==> src/rtl/noc_inj_pkg.sv <==
`default_nettype none
// ============================================================================
// Module      : noc_inj_pkg
// Description : Shared flit-width, slot-state and helper definitions for the
//               NoC injection/ejection arbitration blocks.
// Revision    : 1.0 - initial release
// ============================================================================
`ifndef PAYLOAD_SIZE
`define PAYLOAD_SIZE 8
`endif
`ifndef ADDR_BITS
`define ADDR_BITS 4
`endif

package noc_inj_pkg;

  localparam int FLIT_W = `PAYLOAD_SIZE + `ADDR_BITS;

  typedef enum logic [0:0] {
    SLOT_EMPTY = 1'b0,
    SLOT_FULL  = 1'b1
  } slot_state_t;

  // Minimum of 1 so a pointer always has at least one bit.
  function automatic int clog2(input int value);
    int r;
    r = 1;
    for (int k = 1; k < 31; k++) begin
      if ((1 << r) < value) r = k + 1;
    end
    return r;
  endfunction

endpackage : noc_inj_pkg
`default_nettype wire

==> src/rtl/par_injection_arbiter_if.sv <==
`default_nettype none
// ============================================================================
// Module      : par_injection_arbiter_if
// Description : Source-side and router-side signals of the injection arbiter.
//               grant_count exists only when INJ_ARB_STATS_EN is defined.
// Revision    : 1.0 - initial release
// ============================================================================
interface par_injection_arbiter_if #(
  parameter int N_REQ  = 4,
  parameter int FLIT_W = noc_inj_pkg::FLIT_W
) ();

  logic [N_REQ*FLIT_W-1:0] in_data;
  logic [N_REQ-1:0]        in_valid;
  logic [N_REQ-1:0]        in_busy;
  logic [FLIT_W-1:0]       out_data;
  logic                    out_valid;
  logic                    out_busy;
  logic [N_REQ-1:0]        overflow_err;
`ifdef INJ_ARB_STATS_EN
  logic [N_REQ*16-1:0]     grant_count;

  modport slave (
    input  in_data, in_valid, out_busy,
    output in_busy, out_data, out_valid, overflow_err, grant_count
  );
  modport master (
    output in_data, in_valid, out_busy,
    input  in_busy, out_data, out_valid, overflow_err, grant_count
  );
`else
  modport slave (
    input  in_data, in_valid, out_busy,
    output in_busy, out_data, out_valid, overflow_err
  );
  modport master (
    output in_data, in_valid, out_busy,
    input  in_busy, out_data, out_valid, overflow_err
  );
`endif

endinterface : par_injection_arbiter_if
`default_nettype wire

==> src/rtl/par_injection_arbiter_rr_pick.sv <==
`default_nettype none
// ============================================================================
// Module      : rr_pick
// Description : Combinational round-robin picker: first set request at or
//               after ptr, wrapping modulo N_REQ (non-power-of-2 safe).
// Revision    : 1.0 - initial release
// ============================================================================
module rr_pick #(
  parameter int N_REQ = 4,
  parameter int PTR_W = noc_inj_pkg::clog2(N_REQ)
) (
  input  wire logic [N_REQ-1:0] req,
  input  wire logic [PTR_W-1:0] ptr,
  output logic                  any_grant,
  output logic [PTR_W-1:0]      winner
);

  int               w_idx;
  logic [PTR_W-1:0] w_sel;

  // Scan from farthest to nearest offset so the nearest request wins last.
  always_comb begin
    any_grant = 1'b0;
    winner    = '0;
    w_idx     = 0;
    w_sel     = '0;
    for (int k = N_REQ - 1; k >= 0; k--) begin
      w_idx = int'(ptr) + k;
      if (w_idx >= N_REQ) w_idx = w_idx - N_REQ;
      w_sel = PTR_W'(w_idx);
      if (req[w_sel]) begin
        any_grant = 1'b1;
        winner    = w_sel;
      end
    end
  end

endmodule : rr_pick
`default_nettype wire

==> src/rtl/par_injection_arbiter.sv <==
`default_nettype none
// ============================================================================
// Module      : par_injection_arbiter
// Description : Shares one router injection port among N_REQ sources using
//               one-entry slots and round-robin grant. Optional per-source
//               grant counters are built when INJ_ARB_STATS_EN is defined.
// Revision    : 1.0 - initial release
// ============================================================================
module par_injection_arbiter
  import noc_inj_pkg::*;
#(
  parameter int N_REQ  = 4,
  parameter int FLIT_W = noc_inj_pkg::FLIT_W,
  parameter int PTR_W  = noc_inj_pkg::clog2(N_REQ)
) (
  input  wire logic               clk,
  input  wire logic               reset,
  par_injection_arbiter_if.slave  bus
);

  slot_state_t       r_state [N_REQ];
  logic [FLIT_W-1:0] r_slot  [N_REQ];
  logic [PTR_W-1:0]  r_ptr;
  logic [FLIT_W-1:0] r_out_data;
  logic              r_out_valid;
  logic [N_REQ-1:0]  r_overflow;

  logic [N_REQ-1:0]  w_req;
  logic [N_REQ-1:0]  w_grant_vec;
  logic              w_any;
  logic              w_grant;
  logic [PTR_W-1:0]  w_winner;

  always_comb begin
    w_req       = '0;
    w_grant_vec = '0;
    for (int i = 0; i < N_REQ; i++) begin
      w_req[i]       = (r_state[i] == SLOT_FULL);
      w_grant_vec[i] = w_grant && (w_winner == PTR_W'(i));
    end
  end

  assign w_grant = w_any && !bus.out_busy;

  rr_pick #(
    .N_REQ (N_REQ),
    .PTR_W (PTR_W)
  ) u_rr_pick (
    .req       (w_req),
    .ptr       (r_ptr),
    .any_grant (w_any),
    .winner    (w_winner)
  );

`ifdef INJ_ARB_STATS_EN
  logic [15:0] r_grant_cnt [N_REQ];

  for (genvar g = 0; g < N_REQ; g++) begin : g_cnt
    assign bus.grant_count[g*16 +: 16] = r_grant_cnt[g];
  end
`endif

  always_ff @(posedge clk or posedge reset) begin
    if (reset) begin
      for (int i = 0; i < N_REQ; i++) begin
        r_state[i] <= SLOT_EMPTY;
        r_slot[i]  <= '0;
`ifdef INJ_ARB_STATS_EN
        r_grant_cnt[i] <= '0;
`endif
      end
      r_ptr       <= '0;
      r_out_data  <= '0;
      r_out_valid <= 1'b0;
      r_overflow  <= '0;
    end else begin
      r_out_valid <= w_grant;
      if (w_grant) begin
        r_out_data <= r_slot[w_winner];
        r_ptr      <= (w_winner == PTR_W'(N_REQ - 1)) ? '0 : w_winner + 1'b1;
      end
      for (int i = 0; i < N_REQ; i++) begin
        // A flit arriving while full is dropped even if the slot drains this cycle.
        if (r_state[i] == SLOT_FULL) begin
          if (bus.in_valid[i]) r_overflow[i] <= 1'b1;
          if (w_grant_vec[i])  r_state[i]    <= SLOT_EMPTY;
        end else if (bus.in_valid[i]) begin
          r_slot[i]  <= bus.in_data[i*FLIT_W +: FLIT_W];
          r_state[i] <= SLOT_FULL;
        end
`ifdef INJ_ARB_STATS_EN
        if (w_grant_vec[i] && (r_grant_cnt[i] != 16'hFFFF))
          r_grant_cnt[i] <= r_grant_cnt[i] + 16'd1;
`endif
      end
    end
  end

  assign bus.in_busy      = w_req;
  assign bus.out_data     = r_out_data;
  assign bus.out_valid    = r_out_valid;
  assign bus.overflow_err = r_overflow;

endmodule : par_injection_arbiter
`default_nettype wire

==> src/flat_wrapper.sv <==
// flat-port wrapper written by rule: the top's interface ports become plain ports
module par_injection_arbiter_flat import noc_inj_pkg::*;
#(
  parameter int N_REQ  = 4,
  parameter int FLIT_W = noc_inj_pkg::FLIT_W,
  parameter int PTR_W  = noc_inj_pkg::clog2(N_REQ)
)
  (clk, reset, bus_in_data, bus_in_valid, bus_out_busy, bus_in_busy, bus_out_data, bus_out_valid, bus_overflow_err);
  par_injection_arbiter_if #(.N_REQ(N_REQ), .FLIT_W(FLIT_W)) bus_i ();
  input  wire logic clk;
  input  wire logic reset;
  input wire logic [$bits(bus_i.in_data)-1:0] bus_in_data;
  input wire logic [$bits(bus_i.in_valid)-1:0] bus_in_valid;
  input wire logic [$bits(bus_i.out_busy)-1:0] bus_out_busy;
  output wire logic [$bits(bus_i.in_busy)-1:0] bus_in_busy;
  output wire logic [$bits(bus_i.out_data)-1:0] bus_out_data;
  output wire logic [$bits(bus_i.out_valid)-1:0] bus_out_valid;
  output wire logic [$bits(bus_i.overflow_err)-1:0] bus_overflow_err;
  assign bus_i.in_data = bus_in_data;
  assign bus_i.in_valid = bus_in_valid;
  assign bus_i.out_busy = bus_out_busy;
  assign bus_in_busy = bus_i.in_busy;
  assign bus_out_data = bus_i.out_data;
  assign bus_out_valid = bus_i.out_valid;
  assign bus_overflow_err = bus_i.overflow_err;
  par_injection_arbiter #(.N_REQ(N_REQ), .FLIT_W(FLIT_W), .PTR_W(PTR_W)) u_core (.clk(clk), .reset(reset), .bus(bus_i));
endmodule
==> config.mk <==
export PLATFORM = sky130hd
export DESIGN_NAME = par_injection_arbiter_flat
export DESIGN_NICKNAME = d
export VERILOG_FILES = /design/src/rtl/noc_inj_pkg.sv /design/src/rtl/par_injection_arbiter_if.sv /design/src/rtl/par_injection_arbiter_rr_pick.sv /design/src/rtl/par_injection_arbiter.sv /design/src/flat_wrapper.sv
export SDC_FILE = /design/constraint.sdc
export NUM_CORES = 1
export LEC_CHECK = 0
export CAP_MARGIN = 20
export CORE_MARGIN = 4
export CORE_UTILIZATION = 35
export CTS_BUF_LIST = sky130_fd_sc_hd__clkbuf_8
export CTS_CLUSTER_DIAMETER = 100
export DETAILED_ROUTE_END_ITERATION = 8
export GPL_TIMING_DRIVEN = 0
export SLEW_MARGIN = 20
export SYNTH_ARGS = -nofsm -noshare
export SYNTH_HDL_FRONTEND = slang
export SYNTH_SLANG_ARGS = --single-unit
==> constraint.sdc <==
create_clock -name clk -period 5.1 [get_ports clk]
set_clock_uncertainty 0.2 [all_clocks]
set_input_delay 1.02 -clock clk [delete_from_list [all_inputs] [get_ports clk]]
set_output_delay 1.02 -clock clk [all_outputs]
set_load 0.005 [all_outputs]
---- Yosys cells after proc, flatten, opt, wreduce, memory -nomap -nowiden ----
Index checks and enable logic that the tools add are counted.
storage, ports and cells
  flip-flop bits (word level) ............. 71
  memory bits (writable) .................. 0
  output and inout port bits .............. 21
  memories kept ........................... 0
  logic and storage cells ................. 91
  bits in latches ......................... 0
  memory bits (read-only) ................. 0
  input bits .............................. 55
operators by class
  divide/modulo/power cells ............... 0
  multipliers ............................. 0
  bitwise logic cells ..................... 5
  shift operators ......................... 0
  add/sub/neg operators ................... 8
  multiplexer cells ....................... 36
  order comparisons ....................... 9
  reduce and logical (&&, ||, !) cells .... 15
  equal/unequal tests ..................... 3
operator list
  cell                                                        number
  binary-select mux 12 bit (select 2 bit)                     1
  two-way mux 12 bit                                          2
  two-way mux 1 bit                                           20
  two-way mux 2 bit                                           9
  AND reduction 2 bit                                         8
  >= comparator 3 bit, second input constant                  4
  less-than comparator 2 x 3 -> 1 bit, second input constant  4
  binary-select mux 1 bit (select 2 bit)                      4
  subtractor 2 x 1 -> 2 bit, second input constant            4
  adder 2 x 2 -> 3 bit, second input constant                 2
  logical AND 1 bit                                           5
  == test 2 bit, second input constant                        2
  NOT 1 bit                                                   4
  adder 2 x 1 -> 3 bit, second input constant                 1
  >= comparator 2 x 3 -> 1 bit, second input constant         1
  NOT 2 -> 3 bit                                              1
  adder 2 x 1 -> 2 bit, second input constant                 1
  == test 2 x 1 -> 1 bit, second input constant               1
  logical NOT 2 bit                                           1
  logical NOT 1 bit                                           1

---- Logic depth before layout (Yosys ltp) ----
Gate-level depths: netlist of the first run.
  depth after elaboration ................. 13
  gate-level depth with buffers ........... 8
  mapped depth without buffers ............ 7

---- Hierarchy ----
Synthesis of the first run repeated with hierarchy kept, for this count alone.
unflattened totals
  cells, all modules ...................... 192
  area, all modules ....................... 3106.7 µm²
modules (own cells, without submodules)
  module                 times used  area an instance (µm²)  cells each
  par_injection_arbiter  1           3029.2                  179
  rr_pick                1           77.6                    13

---- Worst setup path before layout of the first run ----
Ideal clock, no wire load.
  path type ............................... input-to-reg
  start ................................... input bus_in_valid[2]
  end ..................................... register u_core.r_slot[12] (netlist bit)
  stages on the path ...................... 3
  slack ................................... 2.806 ns
  data required time ...................... 4.775 ns
  arrival ................................. 1.969 ns
  buffers on the path ..................... 1
  path through ............................ nor2b_1 > clkbuf_1 > mux2_2
on the way
  longest elaborated chain between the ends .. 1
RTL lines
  element                               line                         text
  start: declaration                    flat_wrapper.sv:13           input wire logic [$bits(bus_i.in_valid)-1:0] bus_in_valid;
  AND reduction 2 bit (no source line)  n/a
  end signal: indexed assignment        par_injection_arbiter.sv:88  r_slot[i] <= bus.in_data[i*FLIT_W +: FLIT_W];
  end: declaration                      par_injection_arbiter.sv:22  logic [FLIT_W-1:0] r_slot [N_REQ];
No other way between the ends.
A chain may end at the register's enable or synchronous reset.

---- Final worst setup path of the first run ----
  start ................................... input bus_in_valid[2]
  end ..................................... register u_core.r_slot[17] (netlist bit)
Same word-level chain as after synthesis.

==> out/metrics.yaml, run 1 <==
run_status:
  status: "completed"
power_and_ir_drop:
  power_density_nw_per_um2: 585
  p_leak_uw: 0.00175
  vdd_drop_max_v: 0.000224
floorplanning:
  die_h_um: 101
  die_x_um: 101
  core-area_sq_um: 8340
  io_pins: 76
  initial_core_util_pct: 36.4
  die-area_sq_um: 10200
  fp-row-count: 33
critical_path:
  cp.required_ns: 5.12
  worstSetupEndpointType: "flop"
  crit_buf_inv: 2
  crit_type: "primary input to flop"
  slowest_delay_ns: 0.54
  cp-start-kind: "primary input"
  cp_max_fo: 10
  crit_chain: "clkdlybuf4s50_1 > nor2b_1 > clkbuf_1 > mux2_2"
  cpMaxStageDelayCell: "clkbuf_1"
  worstPathArrival_ns: 2.74
  critPathTopFamily: "buffers and inverters"
yosys:
  yosys_warnings: 0
  avgSynthCellArea_sq_um: 13.8
  synth_top_area_share_pct: 58.6
  yosys.area.top_type: "dfrtp_1"
  synth-seq-area-share_pct: 58.6
  syn_area_sq_um: 3030
  ys_types: 25
  synthTopCellsByArea: "dfrtp_1 59%, mux2_2 18%, mux2i_1 7.9%"
  synthCells: 220
  syn_nets: 276
  yosys_register_bits: 71
clocking:
  postCtsHoldBufs: 0
  path_clk_slew_ns: 0.07
  clkLatencyLatePin_ns: 0.33
  cts_resized: 0
  clkSinkCount: 71
  cts_tree: "done"
  numCtsBuffers: 9
  h-tree-depth: 3
  cts-root-buf: "clkbuf_8"
  cts.path.max_buffers: 2
  cts_setup_buffers: 0
routing:
  first_iter_violations: 63
  vias: 2029
  dr.pass1.iters: 5
  drtAntennaViolNets: 0
  totalWireLength_mm: 6.71
  drc: 0
  via_per_inst: 4.90
  wl_per_cell_um: 16.2
final_layout:
  n_antenna_cell: 0
  area_delta_synth_final_pct: 34.8
  fin_nets: 363
  fillers: 769
  drive_gt1_share_pct: 22.3
sta:
  finalHoldViolCount: 0
  setup-violations-final: 0
  fin_crit_sh_pct: 53.4
  fin_ws_ns: 2.38
  tns_ns: 0
  maxSlewViolCount: 0
  maxSlewHeadroom_pct: 57.7
  min_period_ns: 2.72
  fmax_mhz: 367
  rsz0062_at_grt: "false"
  worst_pin_slew_ns: 0.634
global_route:
  grt-ovfl-total: 0
  antenna_found_initial: 0
  grt_start_max_net_pins: 38
  first_global_vias: 2140
  grt_usage_pct: 14.1
  grt_pass1_wl_mm: 10.9
run:
  max_cap_viol_count: 0
placed_design:
  port_buffers: 75
  dp_slack_ns: 2.01
  dpl.hpwl_mm: 4.97
  place_congestion: 0.823
worst_hold_path:
  hold_path.class: "flop to flop"
## cells by family (layout without fill, tap and decap cells)
family                     after synthesis  in the layout  share of synthesized area [%]
and+or+nand+nor                         33             33                           5.12
muxes                                   72             72                           25.7
adders and majority gates                1              1                          0.412
AOI/OAI and AO/OA                       28             28                           7.55
DFF                                     71             71                           58.6
buffers and inverters                   15            104                           2.60
## path summary, 6_finish.rpt
| path | startpoint | endpoint | slack [ns] | cells after the start |
|---|---|---|---|---|
| hold reg to reg | u_core.bus.overflow_err[1] | u_core.bus.overflow_err[1] | 0.25 | 1 |
| setup / recovery | bus_in_valid[2] | u_core.r_slot[17] | 2.38 | 4 |
| max in group asynchronous | reset | u_core.bus.out_data[9] | 3.30 | 3 |
| hold / removal | u_core.bus.overflow_err[1] | u_core.bus.overflow_err[1] | 0.25 | 1 |
| setup reg to reg | u_core.bus.in_busy[3] | u_core.bus.out_data[0] | 2.87 | 7 |
| min in group asynchronous | reset | u_core.r_slot[25] | 0.86 | 2 |
## state kept, by name, summed over array words and instances, names as in the netlist
| signal | count |
|---|---|
| u_core.bus.out_valid | 1 |
| u_core.bus.overflow_err | 4 |
| u_core.bus.in_busy | 4 |
| u_core.r_slot | 48 |
| u_core.r_ptr | 2 |
| u_core.bus.out_data | 12 |
## layout by cell type (no fill, tap or decap)
cell,count
nor2b_4,1
clkbuf_8,10
clkbuf_1,7
clkinv_2,2
and2b_1,1
nand2_1,18
mux2i_1,24
nor2_1,6
a211o_4,1
dfrtp_1,71
mux2_2,48
o311ai_1,1
o221ai_1,11
ha_1,1
o221ai_2,1
inv_1,4
a31oi_1,2
clkdlybuf4s50_1,75
a21o_1,6
o31a_1,1
inv_4,1
clkinv_4,1
nor2b_1,3
o21ai_0,2
buf_12,2
nand2b_1,4
buf_2,1
inv_2,1
a21oi_1,3
## cells in the mapped netlist
cell type	number
a211o_4	1
a21o_1	6
a21oi_1	3
a31oi_1	2
and2b_1	1
buf_12	1
buf_2	1
clkbuf_1	7
clkinv_4	1
dfrtp_1	71
ha_1	1
inv_1	4
inv_2	1
mux2_2	48
mux2i_1	24
nand2_1	18
nand2b_1	4
nor2_1	6
nor2b_1	3
nor2b_4	1
o21ai_0	2
o221ai_1	11
o221ai_2	1
o311ai_1	1
o31a_1	1
## layer usage
metal  routed length [um]  global-route usage (%)  up-vias
met5                    0                       0        -
met4                   87                    4.29        0
met3                  488                    4.36        9
met2                 3150                    22.2       62
met1                 2980                    18.7      998
li1                     -                       -      960
## stage by stage
| stage | instance area (sq um) | cells | hold WS (ns) | util (%) | power [uW] |
|---|---|---|---|---|---|
| final | 4090 | 414 | 0.254 | 49.0 | 2390 |
| after global routing | 4090 | 414 | 0.268 | 49.0 | 2580 |
| after CTS | 4090 | 414 | 0.258 | 49.0 | 2440 |
| after detailed placement | 3940 | 401 | 0.243 | 47.2 | 2070 |
| after global placement | 3920 | 400 | 0.237 | 46.9 | 2040 |
| after floorplan | 3030 | 220 | 0.251 | - | 1690 |
## power by group
group,switching [uW],total [uW],internal [uW]
Sequential,168,997,830
Clock,189,367,178
Combinational,434,1030,592
## layout make-up
class	count	area (sq um)	share of cell area, %
clock buffer	10	138	3.37
sequential	71	1780	43.5
tap	105	131	3.21
buffer	9	51.3	1.25
timing repair buffer	76	771	18.8
multi-input combinational	134	1180	28.8
clock inverter	3	13.8	0.337
inverter	6	30.0	0.734
(Power assumes the default switching activity.)
==> run 2: changes to the inputs <==
==> constraint.sdc (replaced) <==
create_clock -name clk -period 2.45 [get_ports clk]
set_clock_uncertainty 0.2 [all_clocks]
set_input_delay 0.49 -clock clk [delete_from_list [all_inputs] [get_ports clk]]
set_output_delay 0.49 -clock clk [all_outputs]
set_load 0.005 [all_outputs]
==> run 2 against run 1 <==
Effect of this change:
- die area stayed put
- hold slack improved by 0.0018 ns
- register-to-register slack worse by 2.6 ns
- sequential power up 110%
==> out/metrics.yaml, run 2 (synthesis gave the netlist of run 1 again) <==
floorplanning:
  die_x_um: 101  # unchanged
  initial_core_util_pct: 36.4  # unchanged
  die_h_um: 101  # unchanged
  die-area_sq_um: 10200  # unchanged
  core-area_sq_um: 8340  # unchanged
  fp-row-count: 33  # unchanged
  io_pins: 76  # unchanged
critical_path:
  rr_startpoint: "u_core.bus.in_busy[2]"  # was u_core.bus.in_busy[3]
  rrSetupSlack_ns: 0.23  # was 2.87 ns
  cp.required_ns: 2.44  # was 5.12 ns
  cpMaxStageDelayCell: "dfrtp_1"  # was clkbuf_1
  critPathTopFamily: "compound AO/OA/AOI/OAI gates"  # was buffers and inverters
  cp_max_fo: 10  # unchanged
  crit_type: "flop to flop"  # was primary input to flop
  worstPathArrival_ns: 2.21  # was 2.74 ns
  rr_endpoint: "u_core.bus.out_data[10]"  # was u_core.bus.out_data[0]
  cp-start-kind: "flop"  # was primary input
  slowest_delay_ns: 0.47  # was 0.54 ns
  crit_buf_inv: 2  # unchanged
  worstSetupEndpointType: "flop"  # unchanged
  rr_worst_depth: 7  # unchanged
  crit_chain: "nor2b_4 > a21o_1 > a211o_4 > clkinv_4 > buf_12 > mux2i_1 > o221ai_1"  # was clkdlybuf4s50_1 > nor2b_1 > clkbuf_1 > mux2_2
final_layout:
  largest_reg_flops: 48  # unchanged
  final_cell_mix: "75 x clkdlybuf4s50_1, 71 x dfrtp_1, 48 x mux2_2"  # unchanged
  area_delta_synth_final_pct: 35.8  # was 34.8%
  final_common_cell: "clkdlybuf4s50_1"  # unchanged
  n_antenna_cell: 0  # unchanged
  postLayoutCellArea_sq_um: 4120  # was 4090 sq um
  drive_gt1_share_pct: 22.4  # was 22.3%
  fin_cells: 417  # was 414
  fin_nets: 364  # was 363
  regMostFlops: "u_core.r_slot"  # unchanged
  fillers: 766  # was 769
worst_hold_path:
  worstHoldPathCells: 1  # unchanged
  hold_path.class: "flop to flop"  # unchanged
  hp-start: "u_core.bus.overflow_err[1]"  # unchanged
  holdPathEnd: "u_core.bus.overflow_err[1]"  # unchanged
clocking:
  clkSinkCount: 71  # unchanged
  cts_setup_buffers: 0  # unchanged
  numCtsBuffers: 9  # unchanged
  cts-root-buf: "clkbuf_8"  # unchanged
  cts_resized: 0  # unchanged
  cts_tree: "done"  # unchanged
  cts.path.max_buffers: 2  # unchanged
  clkLatencyLatePin_ns: 0.33  # about the same
  h-tree-depth: 3  # unchanged
  path_clk_slew_ns: 0.07  # about the same
  postCtsHoldBufs: 0  # unchanged
routing:
  totalWireLength_mm: 6.79  # was 6.71 mm
  drc: 0  # unchanged
  dr.pass1.iters: 4  # was 5
  drtAntennaViolNets: 0  # unchanged
  wl_per_cell_um: 16.3  # was 16.2 um
  first_iter_violations: 47  # was 63
  vias: 2028  # was 2029
  via_per_inst: 4.86  # was 4.90
run_status:
  status: "completed"  # unchanged
placed_design:
  place_congestion: 0.771  # was 0.823
  port_buffers: 75  # unchanged
  dpl.hpwl_mm: 5.10  # was 4.97 mm
  dpl_cell_area_sq_um: 3960  # was 3940 sq um
  dp_cells: 402  # was 401
sta:
  finalHoldViolCount: 0  # unchanged
  fin_crit_sh_pct: 90.6
  setup-violations-final: 0  # unchanged
  rsz0062_at_grt: "false"  # unchanged
  fmax_mhz: 450
  min_period_ns: 2.22
  worst_pin_slew_ns: 0.628  # was 0.634 ns
  maxSlewHeadroom_pct: 58.1  # was 57.7%
  hold_ws_ns: 0.256  # was 0.254 ns
  maxSlewViolCount: 0  # unchanged
power_and_ir_drop:
  vdd_drop_max_v: 0.000446  # was 0.000224 V
  power_density_nw_per_um2: 1210  # was 585 nW/um^2
  p_leak_uw: 0.00177  # was 0.00175 uW
global_route:
  grt_usage_pct: 14.3  # was 14.1%
  antenna_found_initial: 0  # unchanged
  grt_pass1_wl_mm: 11.0  # was 10.9 mm
  grt-ovfl-total: 0  # unchanged
  first_global_vias: 2216  # was 2140
  grt_start_max_net_pins: 34  # was 38
run:
  max_cap_viol_count: 0  # unchanged
-- run 2: cell types whose count changed in the layout (fill, tap and decap cells not counted), sizes merged --
cell      delta
clkinv       -1
buf          +1
inv          +2
clkinvlp     +1
-- run 2: stage by stage --
step	util (%)	setup TNS [ns]	setup slack [ns]	total power, uW
after CTS	49.4	0	0.173	5100
final	49.4	0	0.230	4990
after global placement	47.0	-2.28	-0.0808	4240
after floorplan	-	0	0.492	3510
after global routing	49.4	0	0.0181	5390
after detailed placement	47.5	-2.01	-0.0863	4310
-- run 2: where the power goes --
part,internal [uW],switching (uW),total [uW],leakage [uW]
Sequential,1730,348,2070,0.000830
Clock,374,393,767,0.0000971
Combinational,1240,915,2150,0.000840
Total,3340,1660,4990,0.00177
-- run 2: worst max-delay path by stage --
stage,from,to,slack (ns),cells past startpoint
floorplan,u_core.bus.in_busy[2],u_core.bus.out_data[11],0.49,7
global placement,bus_in_valid[2],u_core.r_slot[16],-0.08,4
detailed placement,bus_in_valid[2],u_core.r_slot[15],-0.09,4
CTS,u_core.bus.in_busy[3],u_core.bus.out_data[8],0.17,7
global route,u_core.bus.in_busy[3],u_core.bus.out_data[4],0.02,7
finish,u_core.bus.in_busy[2],u_core.bus.out_data[10],0.23,7
-- run 2: cell type report --
class	instances	area, sq um	share of cell area [%]
sequential	71	1780	43.1
multi-input combinational	134	1180	28.6
timing repair buffer	77	791	19.2
clock buffer	10	138	3.34
tap	105	131	3.19
buffer	9	52.6	1.28
inverter	6	31.3	0.760
clock inverter	5	20.0	0.486
-- run 2: routing by layer --
metal | vias up | part of all wire [%] | global-route usage (%)
li1 | 964 | - | -
met1 | 997 | 44 | 18.4
met2 | 63 | 48 | 22.9
met3 | 4 | 7.6 | 5.54
met4 | 0 | 0.43 | 3.37
met5 | - | 0 | 0
-- run 2: worst register-to-register path, stage by stage, from the launching register on --
cell	delay (ns)
dfrtp_1	0.47
nor2b_4	0.17
a21o_1	0.17
a211o_4	0.37
clkinv_4	0.12
buf_12	0.16
mux2i_1	0.26
o221ai_1	0.15
